File: config.mk
export PLATFORM = sky130hd
export DESIGN_NAME = alu_seq
export DESIGN_NICKNAME = d
export VERILOG_FILES = /design/src/rtl/alu_pkg.sv /design/src/rtl/alu_iter_muldiv.sv /design/src/rtl/alu_seq.sv
export SDC_FILE = /design/constraint.sdc
export NUM_CORES = 1
export LEC_CHECK = 0
export ABC_AREA = 0
export CORE_MARGIN = 2
export CORE_UTILIZATION = 43
export CTS_CLUSTER_DIAMETER = 100
export DETAILED_ROUTE_END_ITERATION = 8
export HOLD_SLACK_MARGIN = 0.12
export SLEW_MARGIN = 10
export SYNTH_ARGS = -nofsm -noshare
export SYNTH_HDL_FRONTEND = slang
export SYNTH_SLANG_ARGS = --single-unit
File: constraint.sdc
create_clock -name clk -period 6.3 [get_ports clk]
set_clock_uncertainty 0.1 [all_clocks]
set_input_delay 1.26 -clock clk [delete_from_list [all_inputs] [get_ports clk]]
set_output_delay 1.26 -clock clk [all_outputs]
set_load 0.05 [all_outputs]
File: src/rtl/alu_pkg.sv
// Shared definitions for the sequential ALU: the 16-op encoding inherited from the
// combinational ALU and the handshake FSM state encoding.
package alu_pkg;

  localparam int OPW_FIXED = 4;

  localparam logic [3:0] ADD    = 4'h0;
  localparam logic [3:0] SUB    = 4'h1;
  localparam logic [3:0] MUL    = 4'h2;
  localparam logic [3:0] DIV    = 4'h3;
  localparam logic [3:0] OR_    = 4'h4;
  localparam logic [3:0] AND_   = 4'h5;
  localparam logic [3:0] NOT_   = 4'h6;
  localparam logic [3:0] RED_OR = 4'h7;
  localparam logic [3:0] INC    = 4'h8;
  localparam logic [3:0] DEC    = 4'h9;
  localparam logic [3:0] BAND   = 4'hA;
  localparam logic [3:0] BOR    = 4'hB;
  localparam logic [3:0] BXOR   = 4'hC;
  localparam logic [3:0] BXNOR  = 4'hD;
  localparam logic [3:0] SHL    = 4'hE;
  localparam logic [3:0] SHR    = 4'hF;

  typedef enum logic [1:0] {
    IDLE = 2'd0,
    BUSY = 2'd1,
    DONE = 2'd2
  } state_t;

  function automatic logic is_muldiv(input logic [3:0] opc);
    return (opc == MUL) || (opc == DIV);
  endfunction

endpackage

File: src/rtl/alu_iter_muldiv.sv
// Iterative unsigned multiply (shift-add) and restoring divide, one bit per cycle.
// Both share one {hi,lo} shift register pair so the result is simply {hi,lo}.
module alu_iter_muldiv
  import alu_pkg::*;
#(
  parameter int WIDTH = 8,
  parameter int OPW   = 4
) (
  input  logic               clk,
  input  logic               rst,
  input  logic               start,
  input  logic [OPW-1:0]     op,
  input  logic [WIDTH-1:0]   a,
  input  logic [WIDTH-1:0]   b,
  output logic               done,
  output logic [2*WIDTH-1:0] result,
  output logic               div0
);

  localparam int CW = $clog2(WIDTH + 1);

  logic [WIDTH-1:0]   hi_r;
  logic [WIDTH-1:0]   lo_r;
  logic [WIDTH-1:0]   opnd_r;
  logic               div_r;
  logic               div0_r;
  logic               busy_r;
  logic [CW-1:0]      cnt_r;

  logic               start_div_s;
  logic [WIDTH-1:0]   init_lo_s;
  logic [WIDTH-1:0]   init_opnd_s;
  logic [2*WIDTH-1:0] first_s;
  logic [2*WIDTH-1:0] next_s;
  logic               done_s;

  // MUL: lo holds the multiplier, hi accumulates; DIV: lo holds dividend/quotient, hi the remainder.
  function automatic logic [2*WIDTH-1:0] step(input logic [WIDTH-1:0] hi,
                                              input logic [WIDTH-1:0] lo,
                                              input logic [WIDTH-1:0] d,
                                              input logic             is_div);
    logic [WIDTH:0]   sum;
    logic [WIDTH:0]   shl;
    logic [WIDTH-1:0] rem;
    logic [2*WIDTH-1:0] res;
    shl = {hi, lo[WIDTH-1]};
    rem = shl[WIDTH-1:0] - d;
    sum = {1'b0, hi} + (lo[0] ? {1'b0, d} : {(WIDTH+1){1'b0}});
    if (is_div) begin
      if (shl >= {1'b0, d}) begin
        res = {rem, lo[WIDTH-2:0], 1'b1};
      end else begin
        res = {shl[WIDTH-1:0], lo[WIDTH-2:0], 1'b0};
      end
    end else begin
      res = {sum, lo[WIDTH-1:1]};
    end
    return res;
  endfunction

  // Operand steering for the first step and the next-step value for running iterations.
  always_comb begin
    start_div_s = (op == DIV);
    init_lo_s   = start_div_s ? a : b;
    init_opnd_s = start_div_s ? b : a;
    first_s     = step({WIDTH{1'b0}}, init_lo_s, init_opnd_s, start_div_s);
    next_s      = step(hi_r, lo_r, opnd_r, div_r);
  end

  assign done_s = busy_r && (cnt_r == CW'(WIDTH));

  // Iteration registers: the first step is folded into the load so WIDTH steps end WIDTH-1 edges later.
  always_ff @(posedge clk) begin
    if (rst) begin
      hi_r   <= {WIDTH{1'b0}};
      lo_r   <= {WIDTH{1'b0}};
      opnd_r <= {WIDTH{1'b0}};
      div_r  <= 1'b0;
      div0_r <= 1'b0;
      busy_r <= 1'b0;
      cnt_r  <= {CW{1'b0}};
    end else if (start) begin
      {hi_r, lo_r} <= first_s;
      opnd_r       <= init_opnd_s;
      div_r        <= start_div_s;
      div0_r       <= start_div_s && (b == {WIDTH{1'b0}});
      busy_r       <= 1'b1;
      cnt_r        <= CW'(1);
    end else if (busy_r) begin
      if (done_s) begin
        busy_r <= 1'b0;
      end else begin
        {hi_r, lo_r} <= next_s;
        cnt_r        <= cnt_r + CW'(1);
      end
    end else begin
      busy_r <= 1'b0;
    end
  end

  assign done   = done_s;
  assign result = {hi_r, lo_r};
  assign div0   = div0_r;

endmodule

File: src/rtl/alu_seq.sv
// Registered ALU with valid/ready on both sides: single-cycle ops finish on the accept
// edge, MUL/DIV go through the iterative unit; one operation in flight at a time.
module alu_seq
  import alu_pkg::*;
#(
  parameter int WIDTH = 8,
  parameter int OPW   = 4
) (
  input  logic               clk,
  input  logic               rst,
  input  logic [WIDTH-1:0]   a,
  input  logic [WIDTH-1:0]   b,
  input  logic [OPW-1:0]     op,
  input  logic               in_valid,
  output logic               in_ready,
  output logic [2*WIDTH-1:0] out,
  output logic               out_valid,
  input  logic               out_ready,
  output logic               carry,
  output logic               zero,
  output logic               div0
);

  state_t             state_r;
  logic               in_ready_r;
  logic [2*WIDTH-1:0] out_r;
  logic               out_valid_r;
  logic               carry_r;
  logic               zero_r;
  logic               div0_r;

  logic               accept_s;
  logic               md_start_s;
  logic               md_done_s;
  logic [2*WIDTH-1:0] md_result_s;
  logic               md_div0_s;
  logic [WIDTH:0]     sc_sum_s;
  logic [2*WIDTH-1:0] sc_res_s;
  logic               sc_carry_s;
  logic               sc_flag_s;

  assign accept_s   = in_valid && in_ready_r;
  assign md_start_s = accept_s && is_muldiv(op);

  alu_iter_muldiv #(
    .WIDTH (WIDTH),
    .OPW   (OPW)
  ) u_muldiv (
    .clk    (clk),
    .rst    (rst),
    .start  (md_start_s),
    .op     (op),
    .a      (a),
    .b      (b),
    .done   (md_done_s),
    .result (md_result_s),
    .div0   (md_div0_s)
  );

  // Single-cycle datapath; WIDTH+1-bit results carry the carry/borrow in their top bit.
  always_comb begin
    sc_sum_s   = {(WIDTH+1){1'b0}};
    sc_flag_s  = 1'b0;
    sc_res_s   = {(2*WIDTH){1'b0}};
    sc_carry_s = 1'b0;
    case (op)
      ADD: begin
        sc_sum_s   = {1'b0, a} + {1'b0, b};
        sc_carry_s = sc_sum_s[WIDTH];
        sc_res_s   = {{(WIDTH-1){1'b0}}, sc_sum_s};
      end
      SUB: begin
        sc_sum_s   = {1'b0, a} - {1'b0, b};
        sc_carry_s = sc_sum_s[WIDTH];
        sc_res_s   = {{(WIDTH-1){1'b0}}, sc_sum_s};
      end
      INC: begin
        sc_sum_s   = {1'b0, a} + {{WIDTH{1'b0}}, 1'b1};
        sc_carry_s = sc_sum_s[WIDTH];
        sc_res_s   = {{(WIDTH-1){1'b0}}, sc_sum_s};
      end
      DEC: begin
        sc_sum_s   = {1'b0, a} - {{WIDTH{1'b0}}, 1'b1};
        sc_carry_s = sc_sum_s[WIDTH];
        sc_res_s   = {{(WIDTH-1){1'b0}}, sc_sum_s};
      end
      SHL: begin
        sc_sum_s   = {a, 1'b0};
        sc_carry_s = sc_sum_s[WIDTH];
        sc_res_s   = {{(WIDTH-1){1'b0}}, sc_sum_s};
      end
      SHR: begin
        sc_res_s = {{(WIDTH+1){1'b0}}, a[WIDTH-1:1]};
      end
      OR_: begin
        sc_flag_s = (a != {WIDTH{1'b0}}) || (b != {WIDTH{1'b0}});
        sc_res_s  = {{(2*WIDTH-1){1'b0}}, sc_flag_s};
      end
      AND_: begin
        sc_flag_s = (a != {WIDTH{1'b0}}) && (b != {WIDTH{1'b0}});
        sc_res_s  = {{(2*WIDTH-1){1'b0}}, sc_flag_s};
      end
      NOT_: begin
        sc_flag_s = (a == {WIDTH{1'b0}});
        sc_res_s  = {{(2*WIDTH-1){1'b0}}, sc_flag_s};
      end
      RED_OR: begin
        sc_flag_s = |a;
        sc_res_s  = {{(2*WIDTH-1){1'b0}}, sc_flag_s};
      end
      BAND:    sc_res_s = {{WIDTH{1'b0}}, a & b};
      BOR:     sc_res_s = {{WIDTH{1'b0}}, a | b};
      BXOR:    sc_res_s = {{WIDTH{1'b0}}, a ^ b};
      BXNOR:   sc_res_s = {{WIDTH{1'b0}}, ~(a ^ b)};
      default: sc_res_s = {(2*WIDTH){1'b0}};
    endcase
  end

  // Handshake FSM with registered result/flags; out is held through back-pressure in DONE.
  always_ff @(posedge clk) begin
    if (rst) begin
      state_r     <= IDLE;
      in_ready_r  <= 1'b1;
      out_r       <= {(2*WIDTH){1'b0}};
      out_valid_r <= 1'b0;
      carry_r     <= 1'b0;
      zero_r      <= 1'b0;
      div0_r      <= 1'b0;
    end else begin
      case (state_r)
        IDLE: begin
          if (accept_s && is_muldiv(op)) begin
            state_r    <= BUSY;
            in_ready_r <= 1'b0;
          end else if (accept_s) begin
            state_r     <= DONE;
            in_ready_r  <= 1'b0;
            out_r       <= sc_res_s;
            out_valid_r <= 1'b1;
            carry_r     <= sc_carry_s;
            zero_r      <= (sc_res_s == {(2*WIDTH){1'b0}});
            div0_r      <= 1'b0;
          end else begin
            state_r <= IDLE;
          end
        end
        BUSY: begin
          if (md_done_s) begin
            state_r     <= DONE;
            out_r       <= md_result_s;
            out_valid_r <= 1'b1;
            carry_r     <= 1'b0;
            zero_r      <= (md_result_s == {(2*WIDTH){1'b0}});
            div0_r      <= md_div0_s;
          end else begin
            state_r <= BUSY;
          end
        end
        DONE: begin
          if (out_ready) begin
            state_r     <= IDLE;
            in_ready_r  <= 1'b1;
            out_valid_r <= 1'b0;
          end else begin
            state_r <= DONE;
          end
        end
        default: begin
          state_r     <= IDLE;
          in_ready_r  <= 1'b1;
          out_valid_r <= 1'b0;
        end
      endcase
    end
  end

  assign in_ready  = in_ready_r;
  assign out       = out_r;
  assign out_valid = out_valid_r;
  assign carry     = carry_r;
  assign zero      = zero_r;
  assign div0      = div0_r;

endmodule

* After elaboration in Yosys (flattened, before gate mapping)
Index checks and enable logic that the tools add are counted.
Operators by class: eq/ne operators 24, reduce and logical (&&, ||, !) cells 24, mux-type cells 51, add/sub/neg operators 8, magnitude comparators 2, bitwise logic cells 6
Operators with widths (number):
- 9-bit one-hot mux with 14 select lines | 1
- 16-bit 2-to-1 mux | 7
- 8-bit 2-to-1 mux | 10
- 4-bit == test (second input constant) | 9
- 16-bit logical NOT | 2
- 16-bit one-hot mux with 2 select lines | 1
- 1-bit 2-to-1 mux | 21
- 4-bit by 3-bit == test with 1-bit output (second input constant) | 4
- 8-bit logical NOT | 2
- 8-bit nonzero test | 2
- 2-bit != test (second input constant) | 5
- 8-bit by 1-bit adder with 9-bit output (second input constant) | 1
- 8-bit by 8-bit adder with 9-bit output | 1
- 8-bit by 9-bit adder with 9-bit output | 1
- 9-bit by 8-bit greater-or-equal comparator with 1-bit output | 1
- 8-bit by 1-bit subtractor with 9-bit output (second input constant) | 1
- 8-bit by 8-bit subtractor with 9-bit output | 1
- 8-bit AND | 1
- 4-bit by 2-bit == test with 1-bit output (second input constant) | 2
- 1-bit by 8-bit greater-or-equal comparator with 1-bit output | 1
- 2-bit 2-to-1 mux | 4
- 8-bit NOT | 1
- 8-bit bitwise OR | 1
- 4-bit AND reduction | 2
- 22 further kinds | 33
Word-level totals: output and inout port bits 21, logic and storage cells 130, bits of input ports 24, flip-flop bits (word level) 54

* Longest topological paths before layout
word-level depth 7, depth in mapped cells 16, depth with buffers taken out 13

* Cells and area by module
From an unflattened synthesis, not the netlist that was laid out.
Second synthesis, totals: cell total of the unflattened synthesis 773, area, all modules 5879.4 um^2
By module, submodules not included:
- alu_seq | instances 1, sequential area each 460.4 um^2, cells an instance 408, area an instance 3093.0 um^2
- alu_iter_muldiv | instances 1, sequential area each 620.6 um^2, cells an instance 365, area an instance 2786.4 um^2

* Worst setup path after synthesis
No wires, ideal clock.
path kind input -> register, start point input port op[2], end point register u_muldiv.hi_r[5], stages on the path 15, path slack 2.322 ns, required time 6.140 ns, library setup time 0.060 ns, arrival 3.818 ns, buffers on the path 4, cells stage by stage buf_4 > buf_6 > buf_6 > nor3_1 > clkbuf_1 > o21ai_0 > ha_1 > inv_1 > ha_1 > a21oi_1 > nor4_1 > a21oi_1 > a211oi_1 > o211ai_1 > nand2_1
Between the ends: cells in the longest elaborated chain, start to end 6, elaborated cells on any way between the ends 15, those cells by class add/sub (1); order compare (1); eq/ne (3); mux (6); reduce/logical (4)
Ends and longest elaborated chain:
- from (decl) | line alu_seq.sv:13 | input logic [OPW-1:0] op,
- 4-bit by 2-bit == test with 1-bit output (*) | line alu_iter_muldiv.sv:63 | start_div_s = (op == DIV);
- 8-bit 2-to-1 mux (*) | line alu_iter_muldiv.sv:65 | init_opnd_s = start_div_s ? b : a;
- net u_muldiv.init_opnd_s[0] | line alu_iter_muldiv.sv:32 | logic [WIDTH-1:0] init_opnd_s;
- 1-bit by 8-bit subtractor with 8-bit output / 1-bit by 8-bit greater-or-equal comparator with 1-bit output (equally long branches) | line alu_iter_muldiv.sv:47, alu_iter_muldiv.sv:50
- 16-bit 2-to-1 mux (*) | line alu_iter_muldiv.sv:50 | if (shl >= {1'b0, d}) begin
- 16-bit 2-to-1 mux (*) | line alu_iter_muldiv.sv:49 | if (is_div) begin
- 8-bit 2-to-1 mux (*) | line alu_iter_muldiv.sv:82 | end else if (start) begin
- to (signal assigned) | line alu_iter_muldiv.sv:75 | hi_r <= {WIDTH{1'b0}};
- to (signal assigned) | line alu_iter_muldiv.sv:83 | {hi_r, lo_r} <= first_s;
- to (signal assigned) | line alu_iter_muldiv.sv:93 | {hi_r, lo_r} <= next_s;
- to (decl) | line alu_iter_muldiv.sv:22 | logic [WIDTH-1:0] hi_r;
The timed path passes the listed nets; every way through them passes the cells marked *. A chain may end at the register's enable or synchronous reset.

* Worst setup path in the final report
start point input port a[1], end point register zero_r (netlist: zero)
Between the ends: cells in the longest elaborated chain, start to end 7, elaborated cells on any way between the ends 18, those cells by class add/sub (4); mux (4); bitwise (4); reduce/logical (6)
Ends and longest elaborated chain:
- from (decl) | line alu_seq.sv:11 | input logic [WIDTH-1:0] a,
- parallel branches: the longest is 2 deep, another holds 8-bit by 1-bit subtractor with 9-bit output
- 9-bit one-hot mux with 14 select lines (*) | line alu_seq.sv:66 | case (op)
- 16-bit logical NOT (*) | line alu_seq.sv:141 | zero_r <= (sc_res_s == {(2*WIDTH){1'b0}});
- 1-bit 2-to-1 mux (*) | line alu_seq.sv:135 | end else if (accept_s) begin
- 1-bit 2-to-1 mux (*) | line alu_seq.sv:132 | if (accept_s && is_muldiv(op)) begin
- 1-bit one-hot mux with 2 select lines (*) | line alu_seq.sv:130 | case (state_r)
- to (signal assigned) | line alu_seq.sv:141
- to (signal assigned) | line alu_seq.sv:153 | zero_r <= (md_result_s == {(2*WIDTH){1'b0}});
- to (decl) | line alu_seq.sv:29 | logic zero_r;
Mark *: on every way between the ends. The select of a mux whose other input is x is not followed.

==> impl_metrics.csv <==
group,metric,value,unit
placement,place.gp.congestion,1.05,
critical_path,required,6.42,ns
timing,tns,0,ns
floorplanning,start_util,43.8,%
layout,num_antenna_cells,0,
power,ir_drop,103,uV
clock_tree,cts_tree,"yes",
synth,ys_seq_area_share,19.7,%
clock_tree,cts_buffers,5,
routing,drt_first_pass_iters,5,
timing,rsz0062_at_grt,"false",
floorplanning,die_y,117,um
synth,postSynth.asyncResetShare,0,%
critical_path,r2r-start,"u_muldiv.lo_r[7]$_SDFFE_PP0P_",
critical_path,r2r-end,"u_muldiv.hi_r[2]$_SDFFE_PP0P_",
routing,drt_iter0_drc,421,
power,power_switching,360,uW
layout,final_nets,827,
synth,synth_edf_count,0,
grt,antenna_found_initial,0,
critical_path,cp-start-kind,"primary input",
critical_path,reg2reg_depth,9,
synth,syn_inst,738,
power,p_per_area,169,mW/mm^2
power,intPower,685,uW
layout,ff_latch_area,0.00108,sq mm
placement,pre_cts_ws,1.17,ns
placement,dp_hpwl,14000,um
placement,io_buffers,44,
clock_tree,ctsHoldBuffers,0,
power,power_frac_clock,31.5,%
min_path,min_path_cells,2,
timing,fin_crit_sh,78.2,%
floorplanning,placement_rows,41,
grt,grt_pass1_wl,29000,um
grt,track_usage,27.1,%
synth,synth_area_leaders,"dfxtp_1, ha_1, nand2_1",
power,p_comb_share,33.0,%
routing,drt-total-wl,18300,um
power,seq_power_share,35.6,%
synth,yosys_warnings,0,
clock_tree,post_cts_buffers,0,
synth,synth_top_area_share,19.7,%
synth,synth_cell_types,80,
timing,holdWs,0.356,ns
routing,routed_via_density,6.12,
timing,tightestPinTransition,1.14,ns
timing,finalHoldViolCount,0,
critical_path,reg2reg_slack,2.95,ns
routing,vias,5661,
min_path,min_from,"out[3]$_SDFFE_PP0P_",
grt,grt_max_degree,53,
routing,drt_drc_violations_left,0,
routing,wl_per_cell,19.8,um
clock_tree,h-tree-depth,2,
layout,multi_input_area,0.00399,sq mm
run_status,outcome,"finished clean",
synth,synth_common_cells,"nand2_1, nor2_1, dfxtp_1",
timing,period_needed,4.93,ns
synth,syn_area_per_cell,7.43,sq um
synth,ys.flop_type,"dfxtp_1",
min_path,min_to,"out[3]$_SDFFE_PP0P_",
critical_path,worst-path-max-fanout,12,
synth,syn_area,0.00548,sq mm
floorplanning,die-area,0.0137,sq mm
layout,drive_above_1_share,5.71,%
power,swShare,34.5,%
layout,area_growth,12.8,%
power,power_leakage,0.00233,uW
synth,syn_nets,813,
timing,drv_slew,0,
power,finalPower,1050,uW
clock_tree,cts.clk_slew.worst_paths,0.07,ns
timing,setup_viol,0,
min_path,worst_hold_path_type,"flop to flop",
floorplanning,io_pins,45,
clock_tree,clockBufferDepth,2,
clock_tree,cts-root-buf,"clkbuf_16",
grt,grt_overflow_total,0,
layout,fillers,1284,
floorplanning,die_w,117,um
flow_run,max_cap_violations,0,
critical_path,path_class,"primary input to flop",
clock_tree,cts.sink_count,54,
timing,fin_ws,1.37,ns
critical_path,end_kind,"flop",
clock_tree,post_cts_resized,0,
timing,max_freq,0.203,GHz
synth,yosysTopAreaCell,"dfxtp_1",
critical_path,crit_arrival,5.05,ns
floorplanning,core-area,0.0125,sq mm
routing,drtAntennaViolNets,0,
grt,grt_pass1_vias,5404,
clock_tree,clock_latency,0.30,ns
timing,max_slew_margin,23.7,%
synth,ys_ff_latch,54,
==> kinds of logic after synthesis <==
| group | after synthesis | synth area share (%) |
|---|---|---|
| compound gates | 214 | 27.7 |
| simple gates | 278 | 25.3 |
| flops | 54 | 19.7 |
| fa+ha+maj | 51 | 12.2 |
| xor+xnor | 22 | 3.51 |
| buf+inv | 100 | 7.83 |
| mux | 19 | 3.72 |
==> registers in the layout, indices dropped and copies added, names as in the netlist <==
register,cells
out,16
u_muldiv.hi_r,8
u_muldiv.lo_r,8
u_muldiv.opnd_r,8
u_muldiv.cnt_r,4
state_r,2
carry,1
div0,1
in_ready,1
out_valid,1
u_muldiv.busy_r,1
u_muldiv.div0,1
u_muldiv.div_r,1
zero,1
==> how the worst max path moves through the flow <==
stage                      from                             to  slack [ns]  depth (start not counted)
after floorplan           op[2]  u_muldiv.hi_r[5]$_SDFFE_PP0P_        2.32                         15
after global placement     a[1]              zero$_SDFFE_PP0P_        1.17                         10
after detailed placement   a[1]              zero$_SDFFE_PP0P_        1.17                         10
after CTS                  a[1]              zero$_SDFFE_PP0P_        1.47                         10
after global routing      op[0]  u_muldiv.hi_r[5]$_SDFFE_PP0P_        1.20                         14
final                      a[1]              zero$_SDFFE_PP0P_        1.37                         10
==> metrics by stage <==
stage          cells  area (sq um)  utilization (%)
2_1_floorplan    738          5480                -
3_3_place_gp     917          6000             48.0
3_5_place_dp     917          6000             48.0
4_1_cts          925          6180             49.4
5_1_grt          925          6190             49.4
6_report         925          6190             49.4
==> worst max-delay path, cell delays in order <==
cell and delay, ns:
clkdlybuf4s50_1 0.86, inv_1 0.23, ha_1 0.40, a21oi_1 0.32, o21bai_1 0.14, a221oi_1 0.40, o211ai_1 0.22, or4_1 0.54
or4_1 0.42, o32ai_2 0.25
==> final cells by class <==
type,count,area share (%)
clock inverter,2,0.627
multi-input combinational,584,64.5
clock buffer,6,2.25
tap,172,3.48
inverter,49,2.97
timing repair buffer,58,8.74
sequential,54,17.5
==> power by group through the flow <==
stage / logic (uW) / registers, uW / clock network (uW)
floorplan: 219 / 392 / 0
global placement: 335 / 379 / 0
detailed placement: 338 / 379 / 0
CTS: 339 / 371 / 335
global route: 373 / 373 / 343
finish: 345 / 372 / 329
==> per-layer routing <==
metal | GRT usage (%) | up-vias | share of wire [%]
li1 | - | 2739 | -
met2 | 46.8 | 194 | 48
met1 | 34.2 | 2685 | 43
met5 | 0 | - | 0
met3 | 3.24 | 43 | 5.2
met4 | 11.3 | 0 | 3.9
==> layout by cell type (no fill, tap or decap), types with 11 or more instances in the layout <==
cell type / instances
nand2b_1: 11
a221oi_1: 11
xnor2_1: 12
ha_1: 47
a311oi_1: 12
o21ai_0: 26
nor3_1: 27
a21oi_1: 50
inv_1: 49
a22oi_1: 12
dfxtp_1: 54
nand2_1: 76
a211oi_1: 15
buf_4: 14
nor2_1: 75
clkdlybuf4s50_1: 43
nand3_1: 17
mux2i_1: 17
Note: power is estimated with default switching activity, not from simulation.
